File: src/rtl/video_timing.sv
// Raster timing generator: free-running pixel/line counters with a one-cycle
// registered decode of sync, blank, data-enable, strobes and the prefetch line.
module video_timing #(
  parameter int H_ACTIVE = 720,
  parameter int H_FP     = 16,
  parameter int H_SYNC   = 32,
  parameter int H_BP     = 32,
  parameter int V_ACTIVE = 720,
  parameter int V_FP     = 10,
  parameter int V_SYNC   = 5,
  parameter int V_BP     = 25
) (
  input  logic       clk,
  input  logic       reset_n,
  input  logic       ce,
  output logic [9:0] x,
  output logic [9:0] y,
  output logic [9:0] fetch_y,
  output logic       hsync,
  output logic       vsync,
  output logic       hblank,
  output logic       vblank,
  output logic       de,
  output logic       line_start,
  output logic       frame_start
);

  localparam int H_TOTAL  = H_ACTIVE + H_FP + H_SYNC + H_BP;
  localparam int V_TOTAL  = V_ACTIVE + V_FP + V_SYNC + V_BP;
  localparam int HS_BEG   = H_ACTIVE + H_FP;
  localparam int HS_END   = H_ACTIVE + H_FP + H_SYNC;
  localparam int VS_BEG   = V_ACTIVE + V_FP;
  localparam int VS_END   = V_ACTIVE + V_FP + V_SYNC;

  // Counters are 10 bits wide, so neither raster dimension may exceed 1024.
  if (H_TOTAL > 1024 || V_TOTAL > 1024) begin : g_bad_totals
    $error("video_timing: H_TOTAL and V_TOTAL must both be <= 1024");
  end

  logic [9:0] hc, vc;
  logic       hsync_d, vsync_d, hblank_d, vblank_d, ls_d, fs_d;
  logic       h_wrap, v_wrap;
  logic [9:0] fetch_y_d;
  int         hc_i, vc_i;

  // Decode of the current counter position; registered below on ce.
  always_comb begin
    hc_i      = int'(hc);
    vc_i      = int'(vc);
    hsync_d   = (hc_i >= HS_BEG) && (hc_i < HS_END);
    vsync_d   = (vc_i >= VS_BEG) && (vc_i < VS_END);
    hblank_d  = hc_i >= H_ACTIVE;
    vblank_d  = vc_i >= V_ACTIVE;
    ls_d      = hc_i == H_ACTIVE;
    fs_d      = (hc == '0) && (vc == '0);
    h_wrap    = hc_i == H_TOTAL - 1;
    v_wrap    = vc_i == V_TOTAL - 1;
    // Line 0 is prefetched from the last active line through all of vblank.
    fetch_y_d = (vc_i < V_ACTIVE - 1) ? vc + 10'd1 : '0;
  end

  // NOTE: sequential state uses non-blocking assignments so every register
  // samples the pre-edge decode, independent of statement order.
  always_ff @(posedge clk or negedge reset_n) begin
    if (!reset_n) begin
      hc          <= '0;
      vc          <= '0;
      x           <= '0;
      y           <= '0;
      fetch_y     <= '0;
      hsync       <= 1'b0;
      vsync       <= 1'b0;
      hblank      <= 1'b0;
      vblank      <= 1'b0;
      de          <= 1'b0;
      line_start  <= 1'b0;
      frame_start <= 1'b0;
    end else if (ce) begin
      x           <= hc;
      y           <= vc;
      fetch_y     <= fetch_y_d;
      hsync       <= hsync_d;
      vsync       <= vsync_d;
      hblank      <= hblank_d;
      vblank      <= vblank_d;
      de          <= ~hblank_d & ~vblank_d;
      line_start  <= ls_d;
      frame_start <= fs_d;
      if (h_wrap) begin
        hc <= '0;
        vc <= v_wrap ? '0 : vc + 10'd1;
      end else begin
        hc <= hc + 10'd1;
      end
    end else begin
      // Levels hold while stalled; strobes must not stretch.
      line_start  <= 1'b0;
      frame_start <= 1'b0;
    end
  end

endmodule

File: config.mk
export PLATFORM = sky130hd
export DESIGN_NAME = video_timing
export DESIGN_NICKNAME = d
export VERILOG_FILES = /design/src/rtl/video_timing.sv
export SDC_FILE = /design/constraint.sdc
export NUM_CORES = 1
export LEC_CHECK = 0
export BUFFER_PORTS_ARGS = -buffer_cell sky130_fd_sc_hd__buf_2
export CAP_MARGIN = 10
export CORE_ASPECT_RATIO = 0.6
export CORE_MARGIN = 2
export CORE_UTILIZATION = 50
export DETAILED_ROUTE_END_ITERATION = 6
export PLACE_DENSITY = 0.71
export SYNTH_ARGS = -nofsm -noshare
export SYNTH_HDL_FRONTEND = slang
export SYNTH_SLANG_ARGS = --single-unit
File: constraint.sdc
create_clock -name clk -period 2 [get_ports clk]
set_input_delay 0.4 -clock clk [delete_from_list [all_inputs] [get_ports clk]]
set_output_delay 0.4 -clock clk [all_outputs]
set_load 0.02 [all_outputs]
Word level (Yosys, flattened, before mapping)
Cells that the tools add are included.

word-level totals
  register bits after elaboration = 57
  bits of input ports = 3
  logic and storage cells = 38

operators by class
  add/subtract/negate cells = 2
  order comparisons = 7
  equal/unequal tests = 3
  multiplexer cells = 5
  bitwise operators = 3
  reduce and logical (&&, ||, !) cells = 6

operator list
  cell                     count
  $ge A10 B10 Y1 const B   4
  $lt A10 B10 Y1 const B   3
  $mux W10                 3
  $add A10 B1 Y10 const B  2
  $eq A10 B10 Y1 const B   2
  $logic_not A10 Y1        2
  $eq A10 B9 Y1 const B    1
  $logic_and A1 B1 Y1      3
  $mux W1                  2
  $not A1 Y1               2
  $reduce_and A2 Y1        1
  $and A1 B1 Y1            1

Longest topological paths before layout
  depth in word-level cells = 3
  depth in mapped cells = 6
  mapped depth without buffers = 6

Least setup slack after synthesis
Ideal clock, no wire load.

  kind = register to register
  start point = register hc[5]
  end point = register vc[6]
  arrival time = 1.611 ns
  data required time = 1.863 ns
  setup slack = 0.253 ns
  cell stages (with the launch flop) = 6
  path buffers = 1
  period minus slack after synthesis = 1.747 ns
  path through = dfrtp_1 -> buf_6 -> or4b_4 -> nor3_4 -> nor4b_1 -> a21oi_1

on the way
  cells in the longest elaborated chain, start to end = 2

RTL lines
  item                         RTL line  text
  from (decl)                  40        logic [9:0] hc, vc;
  from (signal assigned)       93        hc <= hc + 10'd1;
  $eq A10 B9 Y1                56        h_wrap = hc_i == H_TOTAL - 1;
  $reduce_and A2 Y1 (no line)  -
  to (signal assigned)         91        vc <= v_wrap ? '0 : vc + 10'd1;
  to (decl)                    40

No other way between the ends.
A chain may end at the register's enable or synchronous reset.

Final worst setup path
  start point = register hc[5]
  end point = register vc[9]

The elaborated chain is that of the path after synthesis.

==> flow_metrics.env <==
export IMPL_synth_area_um2=2690
export IMPL_fin_tns_setup_ps=0
export IMPL_min_period_ps=1890
export IMPL_synth_edff_count=0
export IMPL_ys_types=37
export IMPL_path_class="flip-flop to flip-flop"
export IMPL_status="completed"
export IMPL_drt_iter0_drc=92
export IMPL_power_density_nw_per_um2=847
export IMPL_rows=20
export IMPL_cts_sinks=57
export IMPL_final_setup_skew_ps=13.3
export IMPL_setup_viol=0
export IMPL_max_slew_margin_pct=66.3
export IMPL_synthTopCellsByCount="57 x dfrtp_1, 23 x inv_1, 18 x mux2_2, 12 x clkbuf_1, 12 x nand2_1"
export IMPL_avgSynthCellArea_um2=10.8
export IMPL_worstSkewPairLatency_ps=330
export IMPL_peakVddDrop_v=0.000605
export IMPL_synth_area_leaders="dfrtp_1 53%, mux2_2 7.5%, xnor2_1 3.6%, inv_1 3.2%, ha_1 2.3%"
export IMPL_endpoint_kind="flip-flop"
export IMPL_tightest_slew_ps=501
export IMPL_cp_data_arrival_time_ps=2130
export IMPL_wl_per_cell_um=16.1
export IMPL_max_clock_path_buffers=2
export IMPL_synth_cells=250
export IMPL_yosysTopAreaCell="dfrtp_1"
export IMPL_start_util_pct=52.5
export IMPL_hold_viol_final=0
export IMPL_antenna_found_initial=0
export IMPL_p_leak_nw=1.57
export IMPL_cts_htree_levels=3
export IMPL_fmax_ghz=0.530
export IMPL_grtUsageTotal_pct=22.9
export IMPL_die_h_um=60.8
export IMPL_ys_flop_type="dfrtp_1"
export IMPL_io_buffers=39
export IMPL_yosysMostFrequentCell="dfrtp_1"
export IMPL_yosysWarningCount=0
export IMPL_die_area_um2=6000
export IMPL_cts_tree="built"
export IMPL_fillers=411
export IMPL_cts_root_buffer="clkbuf_8"
export IMPL_final_layout_size_suffix_gt1_share_pct=31.5
export IMPL_boundaryPins=40
export IMPL_viasPerCell=5.58
export IMPL_drt_wl_total_um=5990
export IMPL_ctsHoldBuffers=0
export IMPL_gr_total_overflow=0
export IMPL_n_antenna_cell=0
export IMPL_multi_input_area_um2=1080
export IMPL_maxCapViolCount=0
export IMPL_ys_ff_latch=57
export IMPL_drtPass1Iterations=4
export IMPL_drt_antenna_violating_nets=0
export IMPL_synthToLayoutAreaGrowth_pct=20.6
export IMPL_ys_seq_area_share_pct=53.0
export IMPL_pre_cts_slack_ps=153
export IMPL_num_vias=2071
export IMPL_hpwl_um=4140
export IMPL_grt_pass1_wl_um=10100
export IMPL_final_seq_area_um2=1430
export IMPL_hold_class="input pin to async pin"
export IMPL_grt_max_degree=58
export IMPL_post_route_period_util_pct=94.3
export IMPL_place_gp_congestion=0.854
export IMPL_synth_top_cell_area_share_pct=53.0
export IMPL_nNetsFinal=309
export IMPL_grt_pass1_vias=1886
export IMPL_rsz0062_at_grt="false"
export IMPL_core_um2=5130
export IMPL_clk_pin_slew_worst_paths_ps=60
export IMPL_critPathRequiredTime_ps=2250
export IMPL_async_flop_share_pct=100
export IMPL_fin_ws_ps=115
export IMPL_critPathLaunchType="flip-flop"
export IMPL_crit_fanout=16
export IMPL_die_w_um=98.7
export IMPL_finalMaxSlewViolations=0
export IMPL_route_detailed_drc=0
export IMPL_cts_made_buffers=9
export IMPL_syn_nets=258
[cells in the final DEF (no fill, tap or decap), types with 10 or more instances in the layout]
cell,synthesis,routed
buf_2,3,39
buf_4,0,20
clkbuf_8,0,12
dfrtp_1,57,57
inv_1,23,23
mux2_2,18,18
nand2_1,12,12
nand3_1,10,10
xnor2_1,11,11
[through the flow]
step	hold WS [ps]	total power, W	utilization [%]	instance area [um2]	cells
finish	62.1	0.00275	63.3	3250	371
global route	72.4	0.00290	63.3	3250	371
CTS	61.8	0.00279	63.2	3240	371
detailed placement	426	0.00180	59.7	3060	356
global placement	424	0.00179	59.7	3060	356
floorplan	104	0.00164	-	2690	250
[path summary, 6_finish.rpt]
kind                                    from                end  slack (ps)  depth (start not counted)
min                                  reset_n  hc[4]$_DFFE_PN0P_          60                          2
max                        hc[5]$_DFFE_PN0P_  vc[9]$_DFFE_PN0P_         110                          5
min in group clk                          ce   x[9]$_DFFE_PN0P_         480                          3
min reg2reg                 x[4]$_DFFE_PN0P_   x[4]$_DFFE_PN0P_         500                          1
max reg2reg                hc[5]$_DFFE_PN0P_  vc[9]$_DFFE_PN0P_         110                          5
max in group asynchronous            reset_n   x[4]$_DFFE_PN0P_        1680                          2
[what timing repair did]
| action | in CTS | in global routing |
|---|---|---|
| endpoints found under the setup margin | 0 | 3 |
| setup buffers | 0 | 0 |
| hold endpoints to repair | 0 | 0 |
| resized for setup | 0 | 1 |
[state kept, by name (all words and copies together) (netlist names)]
signal       flops
de               1
fetch_y         10
frame_start      1
hblank           1
hc              10
hsync            1
line_start       1
vblank           1
vc              10
vsync            1
x               10
y               10
[final cells by class]
class | instances | share of cell area [%]
inverters | 23 | 2.66
multi-input cells | 149 | 33.4
flip-flops and latches | 57 | 43.9
clock buffers | 13 | 5.20
clock inverters | 2 | 0.385
repair buffers | 61 | 11.9
well taps | 66 | 2.54
[critical path, stage by stage (launching register included)]
cell,delay [ps]
dfrtp_1,370
or4b_4,570
nor3_4,310
buf_4,270
nand3b_1,100
a31oi_1,190
[logic make-up after synthesis]
| family | count (synthesis) | synth area share, % |
|---|---|---|
| adder cells (fa/ha/maj) | 5 | 2.32 |
| XOR/XNOR | 15 | 4.88 |
| AO/OA/AOI/OAI | 42 | 9.67 |
| AND/OR/NAND/NOR | 66 | 14.6 |
| flip-flops | 57 | 53.0 |
| multiplexers | 21 | 8.65 |
| buffers and inverters | 44 | 6.83 |
[where the power goes]
part / switching [W] / internal, W
registers: 0.0000893 / 0.00126
clock network: 0.000432 / 0.000542
logic: 0.000253 / 0.000173
total: 0.000774 / 0.00198
[per-layer routing]
metal  track usage (%)  vias up  share of wire (%)
met2              28.7       80                 38
met1              35.6      997                 53
met3              9.33        2                8.5
met4              6.46        0               0.52
met5                 0        -                  0
li1                  -      992                  -
Note: power is estimated with default switching activity, not from simulation.
